<file path="src/rtl/alu4_seq_pkg.sv">
// Shared constants and types for the nibble-serial ALU: op codes, FSM states,
// nibble width and the initial-carry rule.
package alu4_seq_pkg;

    localparam int NIB_W = 4;

    typedef enum logic [2:0] {
        OP_ADD  = 3'd0,
        OP_SUB  = 3'd1,
        OP_AND  = 3'd2,
        OP_OR   = 3'd3,
        OP_XOR  = 3'd4,
        OP_PASA = 3'd5,
        OP_NOTA = 3'd6,
        OP_INC  = 3'd7
    } op_e;

    typedef enum logic [1:0] {
        S_IDLE = 2'd0,
        S_RUN  = 2'd1,
        S_DONE = 2'd2
    } state_e;

    // SUB is a + ~b + ~cin, so its borrow-in enters the chain inverted
    function automatic logic init_carry(input op_e op, input logic cin);
        case (op)
            OP_ADD:  return cin;
            OP_SUB:  return ~cin;
            OP_INC:  return 1'b1;
            default: return 1'b0;
        endcase
    endfunction

endpackage

</file>
<file path="src/rtl/alu4_nib.sv">
// Combinational 4-bit slice: one nibble of the selected operation plus carry.
module alu4_nib
    import alu4_seq_pkg::*;
(
    input  logic [NIB_W-1:0] a,
    input  logic [NIB_W-1:0] b,
    input  op_e              op,
    input  logic             ci,
    output logic [NIB_W-1:0] f,
    output logic             co
);

    logic [NIB_W:0] sum;

    always_comb begin
        sum = '0;
        f   = '0;
        co  = 1'b0;
        case (op)
            OP_ADD:  sum = {1'b0, a} + {1'b0, b}  + {{NIB_W{1'b0}}, ci};
            OP_SUB:  sum = {1'b0, a} + {1'b0, ~b} + {{NIB_W{1'b0}}, ci};
            OP_INC:  sum = {1'b0, a} + {{NIB_W{1'b0}}, ci};
            OP_AND:  sum = {1'b0, a & b};
            OP_OR:   sum = {1'b0, a | b};
            OP_XOR:  sum = {1'b0, a ^ b};
            OP_PASA: sum = {1'b0, a};
            OP_NOTA: sum = {1'b0, ~a};
            default: sum = '0;
        endcase
        f  = sum[NIB_W-1:0];
        // logic ops never carry, so cout falls out as 0 for them
        co = (op == OP_ADD || op == OP_SUB || op == OP_INC) ? sum[NIB_W] : 1'b0;
    end

endmodule

</file>
<file path="src/rtl/alu4_seq.sv">
// Nibble-serial ALU: captures operands on accept, computes one nibble per cycle
// LSB first with a registered carry, then presents the result until consumed.
module alu4_seq
    import alu4_seq_pkg::*;
#(
    parameter int NIBBLES = 4
) (
    input  logic                     clk,
    input  logic                     rst,
    input  logic                     in_valid,
    output logic                     in_ready,
    input  logic [NIB_W*NIBBLES-1:0] op_a,
    input  logic [NIB_W*NIBBLES-1:0] op_b,
    input  logic [2:0]               op,
    input  logic                     cin,
    output logic                     out_valid,
    input  logic                     out_ready,
    output logic [NIB_W*NIBBLES-1:0] res,
    output logic                     cout,
    output logic                     zero,
    output logic                     busy
);

    localparam int W  = NIB_W * NIBBLES;
    localparam int IW = (NIBBLES > 1) ? $clog2(NIBBLES) : 1;

    state_e          state;
    logic [IW-1:0]   idx;
    logic            carry;
    logic            fin;
    logic [W-1:0]    a_q, b_q;
    op_e             op_q;
    logic [NIB_W-1:0] nib_f;
    logic            nib_co;

    alu4_nib u_nib (
        .a  (a_q[idx*NIB_W +: NIB_W]),
        .b  (b_q[idx*NIB_W +: NIB_W]),
        .op (op_q),
        .ci (carry),
        .f  (nib_f),
        .co (nib_co)
    );

    assign in_ready  = (state == S_IDLE);
    assign out_valid = (state == S_DONE);
    assign busy      = (state != S_IDLE);

    always_ff @(posedge clk) begin
        if (rst) begin
            state <= S_IDLE;
            idx   <= '0;
            carry <= 1'b0;
            fin   <= 1'b0;
            a_q   <= '0;
            b_q   <= '0;
            op_q  <= OP_ADD;
            res   <= '0;
            cout  <= 1'b0;
            zero  <= 1'b0;
        end else begin
            case (state)
                S_IDLE: begin
                    if (in_valid) begin
                        a_q   <= op_a;
                        b_q   <= op_b;
                        op_q  <= op_e'(op);
                        carry <= init_carry(op_e'(op), cin);
                        idx   <= '0;
                        fin   <= 1'b0;
                        state <= S_RUN;
                    end
                end
                S_RUN: begin
                    if (!fin) begin
                        res[idx*NIB_W +: NIB_W] <= nib_f;
                        carry <= nib_co;
                        if (idx == IW'(NIBBLES - 1)) fin <= 1'b1;
                        else                         idx <= idx + 1'b1;
                    end else begin
                        // extra cycle lets zero see the fully assembled result
                        zero  <= (res == '0);
                        cout  <= carry;
                        fin   <= 1'b0;
                        idx   <= '0;
                        state <= S_DONE;
                    end
                end
                S_DONE: begin
                    if (out_ready) state <= S_IDLE;
                end
                default: state <= S_IDLE;
            endcase
        end
    end

endmodule

</file>
<file path="config.mk">
export PLATFORM = sky130hd
export DESIGN_NAME = alu4_seq
export DESIGN_NICKNAME = d
export VERILOG_FILES = /design/src/rtl/alu4_seq_pkg.sv /design/src/rtl/alu4_nib.sv /design/src/rtl/alu4_seq.sv
export SDC_FILE = /design/constraint.sdc
export NUM_CORES = 1
export LEC_CHECK = 0
export CAP_MARGIN = 10
export CORE_MARGIN = 2
export CORE_UTILIZATION = 50
export DETAILED_ROUTE_END_ITERATION = 10
export GPL_ROUTABILITY_DRIVEN = 0
export PLACE_DENSITY = 0.78
export SLEW_MARGIN = 20
export SYNTH_ARGS = -nofsm -noshare
export SYNTH_HDL_FRONTEND = slang
export SYNTH_SLANG_ARGS = --single-unit
</file>
<file path="constraint.sdc">
create_clock -name clk -period 9.2 [get_ports clk]
set_input_delay 1.38 -clock clk [delete_from_list [all_inputs] [get_ports clk]]
set_output_delay 1.38 -clock clk [all_outputs]
set_load 0.02 [all_outputs]
</file>
==> reports/qor.txt, run 1 <==
overall routing resource usage -> 0.233
fin crit share -> 0.378
setup bufs post-CTS -> 0
Final Hold Fails -> 0
CP startpoint -> idx[0]
detailed-route wire length -> 8.00 mm
dpl hpwl -> 5.62 mm
Post-Synth XOR/XNOR Area -> 0.00533
Synth Flop Type -> dfxtp_1
H-tree depth -> 3
CP Max Fanout -> 19
Yosys warnings -> 0
Critical Path Max Stage Delay -> 890 ps
PnR worst setup slack -> 5720 ps
num rows -> 29
total die area -> 0.00724 mm^2
Die Y -> 85.1 um
post-synth top area share -> 0.359
PwrDens -> 165 mW/mm^2
final core utilization -> 0.649
Slew headroom -> 0.362
# port buffers -> 60
fraction of final layout cells sized beyond drive strength 1 -> 0.0807
WP buf/inv -> 1
clock transition at the registers of the reported paths -> 70 ps
maximum clock rate -> 287 MHz
simple-gate share of the synthesized area -> 0.211
post-synthesis compound-gate area fraction -> 0.199
multiplexer share of the synthesized area -> 0.0769
synth top area cells -> dfxtp_1, nand2_1, a21oi_1
syn nets -> 453
Worst path depth -> 8
I/O pin count -> 61
total CTS buffers -> 9
reg2reg setup slack -> 5720 ps
Layout Nets -> 503
family with the most delay on the worst path -> compound AO/OA/AOI/OAI gates
initial antenna violation count -> 0
FF-to-FF path depth -> 8
antenna-violating nets left -> 0
Setup TNS -> 0 ps
Hold-fix buffers, CTS -> 0
Longest Clk Path Bufs -> 2
core region area -> 0.00635 mm^2
# placed instances -> 507
final non-filler cell total -> 523
area grow syn2layout -> 25.3%
startpoint type of the worst setup path -> flop
final instance area -> 0.00412 mm^2
via count -> 3,001
number of global-route vias before repair -> 2,875
Netlist cell types -> 60
drt wl/cell -> 15.3 um
TritonRoute pass-1 iters -> 5
Reg2Reg Launch Point -> idx[0]
Hold WS -> 456 ps
worst skew pair latency -> 340 ps
WS Path Type -> reg2reg
CP Capture Type -> flop
total gr overflow -> 0
n_diodes -> 0
clock sink count -> 59
ys async rst share -> 0
RSZ-0062 raised after global routing -> false
Max Cap Viol -> 0
largest family of logic cells by synthesized area -> simple AND/OR/NAND/NOR gates
Hold Path Class -> reg2reg
Worst Hold Path EP -> b_q[9]
outcome -> finished clean
skew final -> 12.4 ps
first-pass GRT wire length -> 13.4 mm
Worst-Margin Slew -> 957 ps
register area share after synthesis -> 0.359
adder-cell share of the synthesized area -> 0.0929
max-slew violations -> 0
total power -> 0.681 mW
Max VDD drop -> 0.000142 V
worst path arrival time -> 3700 ps
FF+latch count, synth -> 59
TritonCTS clock tree -> yes
Yosys top cell by area -> dfxtp_1
cells after synthesis -> 391
Post-route DRC -> 0
worst r2r dst -> res[7]
largest net degree at the start of global routing -> 53
Required @ worst endpoint -> 9420 ps
Static Leak -> 1.58 nW
crit path cell chain -> mux4_2 > inv_1 > ha_1 > nor2b_1 > a2111oi_0 > a22oi_1 > o41ai_4 > o21ai_1
Setup WS pre-CTS -> 5750 ps
post-CTS sizing -> 0
Root Buffer Master -> clkbuf_8
Syn Area/Cell -> 8.41 um^2
initial core utilization -> 0.518
Post-Syn Area -> 0.00329 mm^2
critical path's slowest cell -> dfxtp_1
DR vias/cell -> 5.74
worst hold path stage count -> 2
DR iter-0 viols -> 258
die width -> 85.1 um
worst hold start -> b_q[9]
minimum clock period -> 3480 ps
placed inst area -> 0.00388 mm^2
Post-synth EDFFs -> 0
Final setup viols -> 0
-- state kept, by name, summed over array words and instances (netlist names), 2 cells and up --
register,flops
a_q,16
b_q,16
res,16
op_q,3
idx,2
state,2
-- synth_stat cells, types with 3 or more instances --
cell and n:
o21ai_1 9, inv_1 16, nor3_1 5, nand4_1 3, a211oi_1 4, o21ai_0 4
buf_2 5, dfxtp_1 59, nand2_1 86, a22o_1 8, nor3b_1 3, nand3b_1 4
and3_1 5, mux2i_1 5, nor4_1 4, fa_1 4, nor2b_1 3, a31oi_1 3
nand3_1 5, a21o_1 3, clkbuf_1 12, o211ai_1 3, nor2_1 19, mux4_2 8
a21oi_1 48, nand2b_1 4, ha_1 18
-- cell type report --
cell class / count / area, um^2
clock inverter: 3 / 68.8
timing repair buffer: 61 / 603
multi-input combinational: 290 / 1930
tap: 77 / 96.3
inverter: 20 / 75.1
fill: 537 / 2230
sequential: 59 / 1180
clock buffer: 13 / 169
-- layer usage --
metal	up-vias	global-route usage	routed length, um
met5	-	0	0
met4	0	0.0823	155
met3	18	0.0700	510
met2	118	0.371	3790
met1	1395	0.301	3540
li1	1470	-	-
-- where the power goes --
part | total, mW | switching, mW | internal (mW)
sequential | 0.282 | 0.0140 | 0.267
clock | 0.280 | 0.104 | 0.175
combinational | 0.120 | 0.0642 | 0.0556
total | 0.681 | 0.183 | 0.498
-- worst reg2reg max path, delay by kind of cell, from the launching register on --
family / cells / cell delay [ps]
compound gates: 4 / 1250
fa+ha+maj: 1 / 300
buf+inv: 1 / 120
flops: 1 / 890
mux: 1 / 640
simple gates: 1 / 160
-- worst max path at each step --
stage	to	slack, ps
6_report	res[7]	5720
4_1_cts	res[2]	5670
2_1_floorplan	res[10]	6250
3_5_place_dp	res[10]	5750
3_3_place_gp	res[2]	5850
5_1_grt	res[3]	5360
-- cells by family (layout without fill, tap and decap cells) --
logic type               count (synthesis)  after routing
buffers and inverters                   42             97
AND/OR/NAND/NOR                        151            151
AO/OA/AOI/OAI                          100            100
adder cells (fa/ha/maj)                 22             22
multiplexers                            15             15
XOR/XNOR                                 2              2
flip-flops                              59             59
-- cell usage in the layout, fill, tap and decap left out, types with 3 or more instances in the layout --
cell              n
a211oi_1          4
a21o_1            3
a21oi_1          48
a22o_1            8
a31oi_1           3
and3_1            5
clkbuf_8         12
clkdlybuf4s50_1  59
dfxtp_1          59
fa_1              4
ha_1             18
inv_1            16
mux2i_1           5
mux4_2            8
nand2_1          85
nand2b_1          4
nand3_1           5
nand3b_1          4
nand4_1           3
nor2_1           19
nor2b_1           3
nor3_1            5
nor3b_1           3
nor4_1            4
o211ai_1          3
o21ai_0           4
o21ai_1           9
(Power assumes the default switching activity.)
==> run 2: changes to the inputs <==
--- a/config.mk
+++ b/config.mk
@@ -7,10 +7,10 @@
 export LEC_CHECK = 0
 export CAP_MARGIN = 10
 export CORE_MARGIN = 2
-export CORE_UTILIZATION = 50
+export CORE_UTILIZATION = 47
 export DETAILED_ROUTE_END_ITERATION = 10
 export GPL_ROUTABILITY_DRIVEN = 0
-export PLACE_DENSITY = 0.78
+export PLACE_DENSITY = 0.77
 export SLEW_MARGIN = 20
 export SYNTH_ARGS = -nofsm -noshare
 export SYNTH_HDL_FRONTEND = slang
==> constraint.sdc (replaced) <==
create_clock -name clk -period 3.1 [get_ports clk]
set_input_delay 0.465 -clock clk [delete_from_list [all_inputs] [get_ports clk]]
set_output_delay 0.465 -clock clk [all_outputs]
set_load 0.02 [all_outputs]
==> reports/qor.txt, run 2 (same netlist as run 1, synthesis figures left out) <==
outcome -> finished clean
dpl hpwl -> 5.71 mm
most frequent cells in the layout -> nand2_1, clkdlybuf4s50_1, dfxtp_1
initial core utilization -> 0.484
WS Path Type -> reg2reg
Post-route DRC -> 0
Final setup viols -> 0
final instance area -> 0.00416 mm^2
Required @ worst endpoint -> 3330 ps
max-slew violations -> 0
worst path arrival time -> 3150 ps
largest net degree at the start of global routing -> 53
total CTS buffers -> 9
total gr overflow -> 0
via count -> 2,986
num rows -> 30
Root Buffer Master -> clkbuf_8
startpoint type of the worst setup path -> flop
critical path's slowest cell -> mux4_2
Die Y -> 87.6 um
grt met2 use -> 0.373
TritonCTS clock tree -> yes
detailed-route wire length -> 7.82 mm
Worst-Margin Slew -> 958 ps
Max Cap Viol -> 0
Setup TNS -> 0 ps
Critical Path Max Stage Delay -> 560 ps
DR vias/cell -> 5.47
clock transition at the registers of the reported paths -> 70 ps
total power -> 1.92 mW
PwrDens -> 461 mW/mm^2
maximum clock rate -> 343 MHz
Setup WS pre-CTS -> 129 ps
Max VDD drop -> 0.000273 V
Slew headroom -> 0.361
initial antenna violation count -> 0
drt wl/cell -> 14.3 um
total die area -> 0.00768 mm^2
antenna-violating nets left -> 0
met1 GRT Util -> 0.279
die width -> 87.6 um
Hold Path Class -> reg2reg
Top Registers -> a_q x16, b_q x16, res x16
crit path cell chain -> buf_12 > mux4_2 > inv_1 > fa_1 > inv_1 > fa_1 > mux2_2 > o211ai_1 > o41ai_2 > a22o_1
DR iter-0 viols -> 251
GR Layer Usage met3 -> 0.0415
PnR worst setup slack -> 183 ps
WP buf/inv -> 3
H-tree depth -> 3
family with the most delay on the worst path -> multiplexers
CP Capture Type -> flop
Static Leak -> 1.59 nW
fraction of final layout cells sized beyond drive strength 1 -> 0.0956
CP Max Fanout -> 13
minimum clock period -> 2920 ps
most common cell after layout, fill and taps aside -> nand2_1
clock sink count -> 59
placed inst area -> 0.00395 mm^2
TritonRoute pass-1 iters -> 4
RSZ-0062 raised after global routing -> false
core region area -> 0.00679 mm^2
Hold-fix buffers, CTS -> 0
Hold WS -> 456 ps
number of global-route vias before repair -> 2,852
gr busiest metal -> met2
fin crit share -> 0.941
# port buffers -> 60
area grow syn2layout -> 26.4%
Final Hold Fails -> 0
I/O pin count -> 61
Layout Nets -> 507
overall routing resource usage -> 0.222
first-pass GRT wire length -> 13.5 mm
Longest Clk Path Bufs -> 2
skew final -> 10.1 ps
n_diodes -> 0
worst skew pair latency -> 340 ps
## run 2: cell types whose count changed in the layout (fill, tap and decap cells not counted), sizes merged
cell,before,now
buf,2,6
clkbuf,13,10
clkinvlp,0,2
bufinv,2,1
clkinv,3,4
inv,18,19
## run 2: final timing paths
check	from	endpoint	slack (ps)	depth (start not counted)
max reg2reg	idx[0]	res[9]	180	10
min	a_q[12]	a_q[12]	460	2
max	idx[0]	res[9]	180	10
min reg2reg	a_q[12]	a_q[12]	460	2
## run 2: worst register-to-register path: cells and delay by family (launching register included)
kind / cells / cell delay, ps
mux: 2 / 830
fa+ha+maj: 2 / 620
compound gates: 3 / 620
flops: 1 / 370
buf+inv: 3 / 360
## run 2: layout make-up
type                       instances  area (um^2)
timing repair buffer              65          646
clock buffer                      10          138
sequential                        59         1180
fill                             624         2640
tap                               96          120
multi-input combinational        290         1930
inverter                          20         75.1
clock inverter                     6         63.8
## run 2: repair_timing
item / CTS / global route
gates resized for setup: 0 / 4
setup buffers: 0 / 0
endpoints found under the setup margin: 0 / 8
endpoints found under the hold margin: 0 / 0
## run 2: power breakdown
part / internal, mW / switching, mW / leakage, nW / total (mW)
registers: 0.794 / 0.0358 / 0.483 / 0.830
clock network: 0.393 / 0.327 / 0.0987 / 0.720
logic: 0.171 / 0.196 / 1.01 / 0.367
## run 2: metrics by stage
step	utilization	std cells
final	0.612	546
after global routing	0.612	546
after CTS	0.610	546
after detailed placement	0.581	530
after global placement	0.581	530
after floorplan	-	391
## run 2: per-layer routing
| metal | up-vias | share of wire |
|---|---|---|
| li1 | 1482 | - |
| met1 | 1379 | 0.44 |
| met2 | 103 | 0.47 |
| met3 | 22 | 0.058 |
| met4 | 0 | 0.025 |
| met5 | - | 0 |
==> run 3: changes to the inputs <==
--- a/config.mk
+++ b/config.mk
@@ -5,12 +5,13 @@
 export SDC_FILE = /design/constraint.sdc
 export NUM_CORES = 1
 export LEC_CHECK = 0
+export ABC_CLOCK_PERIOD_IN_PS = 3650
 export CAP_MARGIN = 10
 export CORE_MARGIN = 2
-export CORE_UTILIZATION = 47
+export CORE_UTILIZATION = 55
 export DETAILED_ROUTE_END_ITERATION = 10
 export GPL_ROUTABILITY_DRIVEN = 0
-export PLACE_DENSITY = 0.77
+export PLACE_DENSITY = 0.84
 export SLEW_MARGIN = 20
 export SYNTH_ARGS = -nofsm -noshare
 export SYNTH_HDL_FRONTEND = slang
==> constraint.sdc (replaced) <==
create_clock -name clk -period 3.65 [get_ports clk]
set_input_delay 0.5475 -clock clk [delete_from_list [all_inputs] [get_ports clk]]
set_output_delay 0.5475 -clock clk [all_outputs]
set_load 0.02 [all_outputs]
==> reports/qor.txt, run 3 (same netlist as run 1, synthesis figures left out) <==
outcome -> finished clean
total CTS buffers -> 9
initial core utilization -> 0.562
reg2reg setup slack -> 400 ps
Fillers -> 473
switching pwr -> 0.461 mW
maximum clock rate -> 308 MHz
Top Registers -> a_q x16, b_q x16, res x16
initial antenna violation count -> 0
via count -> 2,989
crit path cell chain -> mux4_2 > fa_1 > fa_1 > xor2_1 > o21ai_0 > a21oi_1 > o211ai_1 > o21ai_1
total gr overflow -> 0
worst hold path stage count -> 2
Post-route DRC -> 0
worst hold start -> a_q[8]
n_diodes -> 0
minimum clock period -> 3250 ps
Layout Nets -> 506
num rows -> 28
Final setup viols -> 0
power share of the combinational group -> 0.187
antenna-violating nets left -> 0
Critical Path Max Stage Delay -> 710 ps
max-slew violations -> 0
total die area -> 0.00661 mm^2
TritonCTS clock tree -> yes
final core utilization -> 0.701
post-CTS sizing -> 0
Setup WS pre-CTS -> 412 ps
setup bufs post-CTS -> 0
RSZ-0062 raised after global routing -> false
most frequent cells in the layout -> nand2_1, dfxtp_1, clkdlybuf4s50_1
Clk network pwr share -> 0.379
PwrDens -> 397 mW/mm^2
worst skew pair latency -> 350 ps
fraction of final layout cells sized beyond drive strength 1 -> 0.0846
largest net degree at the start of global routing -> 53
clock transition at the registers of the reported paths -> 70 ps
number of global-route vias before repair -> 2,814
dpl hpwl -> 5.77 mm
Hold Path Class -> reg2reg
Hold WS -> 455 ps
Worst Hold Path EP -> a_q[8]
area grow syn2layout -> 24.8%
Setup TNS -> 0 ps
FF-to-FF path depth -> 8
drt wl/cell -> 15.1 um
startpoint type of the worst setup path -> flop
die width -> 81.3 um
Switching Share -> 0.283
internal power -> 1.17 mW
Max Cap Viol -> 0
register share of total power -> 0.434
overall routing resource usage -> 0.259
Static Leak -> 1.59 nW
CP Capture Type -> flop
Slew headroom -> 0.370
DR iter-0 viols -> 283
skew final -> 9.50 ps
# port buffers -> 60
Final Hold Fails -> 0
most common cell after layout, fill and taps aside -> nand2_1
CP Max Fanout -> 14
fin crit share -> 0.891
WS Path Type -> reg2reg
I/O pin count -> 61
family with the most delay on the worst path -> adder cells
worst path arrival time -> 3470 ps
Reg2Reg Launch Point -> idx[0]
Longest Clk Path Bufs -> 2
H-tree depth -> 3
Hold-fix buffers, CTS -> 0
most used cell along the critical path -> fa_1
PnR worst setup slack -> 399 ps
clock sink count -> 59
first-pass GRT wire length -> 13.0 mm
Worst-Margin Slew -> 945 ps
Required @ worst endpoint -> 3870 ps
core region area -> 0.00585 mm^2
Die Y -> 81.3 um
DR vias/cell -> 5.70
Root Buffer Master -> clkbuf_8
WP buf/inv -> 0
TritonRoute pass-1 iters -> 4
Max VDD drop -> 0.000268 V
detailed-route wire length -> 7.92 mm
critical path's slowest cell -> dfxtp_1
worst r2r dst -> res[14]
run 3: worst max-delay path by stage:
stage,startpoint,endpoint,slack [ps],cells after the start
floorplan,idx[0],res[10],700,10
global placement,idx[0],res[2],460,8
detailed placement,idx[0],res[6],410,8
CTS,idx[0],res[14],390,8
global route,idx[0],res[3],170,8
finish,idx[0],res[14],400,8
run 3: final cells by class:
type	instances	area (um^2)	area share
clock inverter	4	48.8	0.0119
inverter	20	75.1	0.0183
multi-input combinational	290	1920	0.469
timing repair buffer	64	626	0.152
tap	75	93.8	0.0229
clock buffer	12	155	0.0378
sequential	59	1180	0.288
run 3: metrics by stage:
stage | power (mW) | instance area (um^2) | std cells
2_1_floorplan | 0.918 | 3290 | 391
3_3_place_gp | 1.01 | 3900 | 508
3_5_place_dp | 1.02 | 3900 | 508
4_1_cts | 1.63 | 4100 | 524
5_1_grt | 1.70 | 4100 | 524
6_report | 1.63 | 4100 | 524
run 3: per-layer routing:
metal / global-route usage / wire [um]
met1: 0.321 / 3340
met2: 0.429 / 3970
met3: 0.0511 / 437
met4: 0.127 / 178
met5: 0 / 0
run 3: power by group through the flow:
stage	clock network, mW	registers, mW	logic (mW)
finish	0.617	0.707	0.305
global placement	0	0.720	0.292
CTS	0.620	0.707	0.304
floorplan	0	0.707	0.211
global route	0.653	0.712	0.336
detailed placement	0	0.721	0.302
run 3: worst reg2reg max path: cells and delay by family (launching register included):
kind | cells | cell delay, ps
flops | 1 | 710
fa+ha+maj | 2 | 900
mux | 1 | 630
xor+xnor | 1 | 170
compound gates | 4 | 720
==> edit 1 (config.mk and constraints of run 3) <==
`NIB_W`: 4 -> 5.
--- a/src/rtl/alu4_seq_pkg.sv
+++ b/src/rtl/alu4_seq_pkg.sv
@@ -2,7 +2,7 @@
 // nibble width and the initial-carry rule.
 package alu4_seq_pkg;
 
-    localparam int NIB_W = 4;
+    localparam int NIB_W = 5;
 
     typedef enum logic [2:0] {
         OP_ADD  = 3'd0,
Ports: changed (resized op_a, op_b and res); port bits go from 61 to 73. No check against the original RTL was run, so the function may have changed too.
==> edit 1 against run 3 <==
Sequential cell count up 12. Count of clock-buffer cells in the layout is 1 lower. Die area is 18% higher. Setup slack got worse by 16 ps. Final area rose by 19%. Power is 24% higher. Maximum frequency decreased by 0.49%. Routed wire length grew 27%. Synthesized area grew 19%.
==> edit 1: results (changes against run 3) <==
nets = 603 (was 506)
I/O Buffers = 72 (was 60)
All-Layer GR Usage = 0.271 (was 0.259)
Worst Max-Slew Pin Slew = 857 ps (was 945 ps)
Avg Cell Area, Syn = 8.39 um^2 (was 8.41 um^2)
Max stage delay on crit path = 600 ps (was 710 ps)
drt total wl = 10000 um (was 7920 um)
top cells by area, synth = dfxtp_1 36%, nand2_1 11%, a21oi_1 7.6%, ha_1 6.7%, mux4_2 6.3% (was dfxtp_1 36%, nand2_1 9.8%, a21oi_1 7.3%, ha_1 6.9%, mux4_2 5.5%)
Clk. pwr = 773 uW (was 617 uW)
DP Cell Count = 615 (was 508)
share of post-route cells with drive strength above 1 = 0.0841 (was 0.0846)
CP arrival = 3510 ps (was 3470 ps)
sw frac = 0.274 (was 0.283)
DP HPWL = 7400 um (was 5770 um)
outcome = complete, no violations (unchanged)
Detailed Routing Iterations Pass 1 = 5 (was 4)
pre-CTS setup slack = 436 ps (was 412 ps)
VDD IR-drop max = 0.000276 V (was 0.000268 V)
pwr dens = 415 mW/mm^2 (was 397 mW/mm^2)
drt via density = 5.85 (was 5.70)
Top Registers = a_q: 20 flops, b_q: 20 flops, res: 20 flops (was a_q: 16 flops, b_q: 16 flops, res: 16 flops)
post-synthesis sequential area ratio = 0.362 (was 0.359)
Crit path max-delay family = compound AO/OA/AOI/OAI gates (was adder cells)
dpl cell area = 0.00463 mm^2 (was 0.00390 mm^2)
Mapped Nets = 541 (was 453)
most frequent cells after synthesis = 114 x nand2_1, 71 x dfxtp_1, 60 x a21oi_1 (was 86 x nand2_1, 59 x dfxtp_1, 48 x a21oi_1)
Layout Cells excl Fill = 631 (was 524)
Pleak = 1.82 nW (was 1.59 nW)
largest net degree at the start of global routing = 59 (was 53)
first-pass GRT wire length = 16500 um (was 13000 um)
==> edit 1: changes by cell type in the layout (fill, tap and decap cells not counted), moves of 4 or more <==
cell and change:
nand2_1 +28, a21oi_1 +12, clkdlybuf4s50_1 +12, dfxtp_1 +12, nor2_1 +7, and3_1 -5
nor3_1 +5, nand3b_1 -4, or3_1 +4
==> edit 1: per-stage QoR <==
stage	hold WS (ps)	utilization
global placement	442	0.675
floorplan	433	-
finish	458	0.710
CTS	460	0.710
detailed placement	449	0.675
global route	479	0.710
==> edit 1: cells by family (layout without fill, tap and decap cells) <==
kind of cell             after synthesis  count (layout)  synth area share
adder cells (fa/ha/maj)               25              25            0.0873
multiplexers                          13              13            0.0682
buffers and inverters                 46             113            0.0612
AND/OR/NAND/NOR                      195             195             0.224
AO/OA/AOI/OAI                        115             115             0.190
XOR/XNOR                               3               3           0.00669
flip-flops                            71              71             0.362
==> edit 1: layout make-up <==
type | count | area, um^2
multi-input cells | 351 | 2260
repair buffers | 77 | 753
flip-flops and latches | 71 | 1420
clock buffers | 11 | 141
fillers | 541 | 1990
inverters | 20 | 75.1
clock inverters | 5 | 104
well taps | 96 | 120
==> edit 1: final timing paths <==
check / start / end / slack [ps] / cells after the start
min: a_q[14] / a_q[14] / 460 / 2
min reg2reg: a_q[14] / a_q[14] / 460 / 2
max reg2reg: idx[0] / res[9] / 380 / 10
max: idx[0] / res[9] / 380 / 10
==> edit 1: metal layers <==
metal	track usage	up-vias	wire length [um]
li1	-	1753	-
met5	0	-	0
met3	0.0513	30	744
met1	0.338	1688	4050
met4	0.113	0	336
met2	0.461	220	4910
==> edit 1: worst min-delay path, cell delays in order, from the launching register on <==
cell and delay, ps:
dfxtp_1 310, nand2_1 50, a21oi_1 50
==> edit 2 (config.mk and constraints of run 3) <==
Without the edit above. Encoding of `state_e`: now one-hot (3 bits for 3 states).
--- a/src/rtl/alu4_seq_pkg.sv
+++ b/src/rtl/alu4_seq_pkg.sv
@@ -15,10 +15,10 @@
         OP_INC  = 3'd7
     } op_e;
 
-    typedef enum logic [1:0] {
-        S_IDLE = 2'd0,
-        S_RUN  = 2'd1,
-        S_DONE = 2'd2
+    typedef enum logic [2:0] {
+        S_IDLE = 3'b001,
+        S_RUN  = 3'b010,
+        S_DONE = 3'b100
     } state_e;
 
     // SUB is a + ~b + ~cin, so its borrow-in enters the chain inverted
Formal check against the unedited RTL: same outputs for any inputs over 4 cycles, from zero or initial values and one cycle with rst high; so few cycles prove little.
==> edit 2 against run 3 <==
Routed wire length up 2.1%. Die area about the same. Largest power group unchanged. Synthesized area about the same. Sequential cell count up 1. Final area down 0.18%. Global-route usage about the same. Power down 3.7%. Setup slack worse by 88 ps. Largest cell class unchanged.
==> edit 2: results (changes against run 3) <==
All-Layer GR Usage = 0.259 (about the same)
pre-CTS setup slack = 354 ps (was 412 ps)
unique cell type count in the Yosys netlist = 56 (was 60)
Pleak = 1.54 nW (was 1.59 nW)
nets = 514 (was 506)
Post-CTS Resized = 0 (unchanged)
share of post-route cells with drive strength above 1 = 0.0724 (was 0.0846)
CP max FO = 9 (was 14)
vias in the first global route = 2876 (was 2814)
DP HPWL = 6020 um (was 5770 um)
sw frac = 0.274 (was 0.283)
Mapped Nets = 463 (was 453)
CP arrival = 3600 ps (was 3470 ps)
DRT iter0 DRCs = 202 (was 283)
top cells by area, synth = dfxtp_1 37%, nand2_1 10%, a21oi_1 7.9%, ha_1 6.8%, mux4_2 4.8% (was dfxtp_1 36%, nand2_1 9.8%, a21oi_1 7.3%, ha_1 6.9%, mux4_2 5.5%)
Post-Synth XOR/XNOR Area = 0.00533 (about the same)
most frequent cells after synthesis = 89 x nand2_1, 60 x dfxtp_1, 52 x a21oi_1 (was 86 x nand2_1, 59 x dfxtp_1, 48 x a21oi_1)
Max stage delay on crit path = 600 ps (was 710 ps)
Hold Path Sink = a_q[4] (was a_q[8])
worst reg2reg endpoint = res[5] (was res[14])
YS warnings = 0 (unchanged)
Worst Hold Class = reg2reg (unchanged)
via count = 3056 (was 2989)
Final Skew = 5.20 ps (was 9.50 ps)
mux contribution to synthesized area = 0.0700 (was 0.0769)
FF-to-FF setup slack = 310 ps (was 400 ps)
root buf cell = clkbuf_8 (unchanged)
largest net degree at the start of global routing = 54 (was 53)
hold_sp = a_q[4] (was a_q[8])
post-synthesis sequential area ratio = 0.365 (was 0.359)
Compound-Gate Fraction of Synth Area = 0.183 (was 0.199)
slowest CP cell = mux4_2 (was dfxtp_1)
VDD IR-drop max = 0.000297 V (was 0.000268 V)
outcome = complete, no violations (unchanged)
first-pass GRT wire length = 13200 um (was 13000 um)
CTS clk-pin slew, worst paths = 60 ps
Synth Area in Adders = 0.0928 (was 0.0929)
Worst Max-Slew Pin Slew = 946 ps (was 945 ps)
Routed WL per cell = 15.2 um (was 15.1 um)
==> edit 2: through the flow <==
| step | hold WS (ps) | utilization | instances | area [um^2] |
|---|---|---|---|---|
| 2_1_floorplan | 433 | - | 401 | 3290 |
| 3_3_place_gp | 442 | 0.667 | 516 | 3900 |
| 3_5_place_dp | 449 | 0.667 | 516 | 3900 |
| 4_1_cts | 458 | 0.700 | 531 | 4090 |
| 5_1_grt | 483 | 0.700 | 531 | 4100 |
| 6_report | 456 | 0.700 | 531 | 4100 |
==> edit 2: cells by family (layout without fill, tap and decap cells) <==
| logic type | after synthesis | after routing |
|---|---|---|
| AO/OA/AOI/OAI | 99 | 99 |
| multiplexers | 14 | 14 |
| adder cells (fa/ha/maj) | 22 | 22 |
| flip-flops | 60 | 60 |
| buffers and inverters | 44 | 99 |
| AND/OR/NAND/NOR | 160 | 160 |
| XOR/XNOR | 2 | 2 |
==> edit 2: worst max-delay path by stage <==
stage	start	to	slack (ps)	depth (start not counted)
6_report	idx[0]	res[5]	310	8
5_1_grt	idx[0]	res[5]	90	8
4_1_cts	idx[0]	res[5]	300	8
3_5_place_dp	idx[0]	res[9]	350	8
3_3_place_gp	idx[0]	res[9]	430	8
2_1_floorplan	idx[0]	res[5]	150	10
==> edit 2: power groups by stage <==
stage               combinational (mW)  sequential [mW]  clock [mW]
floorplan                        0.190            0.712           0
global placement                 0.263            0.727           0
detailed placement               0.271            0.730           0
CTS                              0.273            0.715       0.581
global route                     0.305            0.720       0.607
finish                           0.274            0.716       0.577
==> edit 2: layout make-up <==
class / instances / area, um^2
inverters: 21 / 78.8
multi-input cells: 297 / 1910
well taps: 75 / 93.8
flip-flops and latches: 60 / 1200
clock buffers: 10 / 138
fillers: 464 / 1760
repair buffers: 63 / 618
clock inverters: 5 / 52.6
==> edit 2: worst max-delay path: cells and delay by family (launching register included) <==
| kind | cells | cell delay (ps) |
|---|---|---|
| adders and majority gates | 2 | 920 |
| muxes | 2 | 870 |
| DFF | 1 | 510 |
| and+or+nand+nor | 1 | 500 |
| AOI/OAI and AO/OA | 3 | 470 |
==> edit 2: routing by layer <==
layer | up-vias | global-route usage | wire [um]
li1 | 1510 | - | -
met1 | 1440 | 0.339 | 3580
met2 | 99 | 0.418 | 3970
met3 | 7 | 0.0667 | 482
met4 | 0 | 0.0847 | 58
met5 | - | 0 | 0
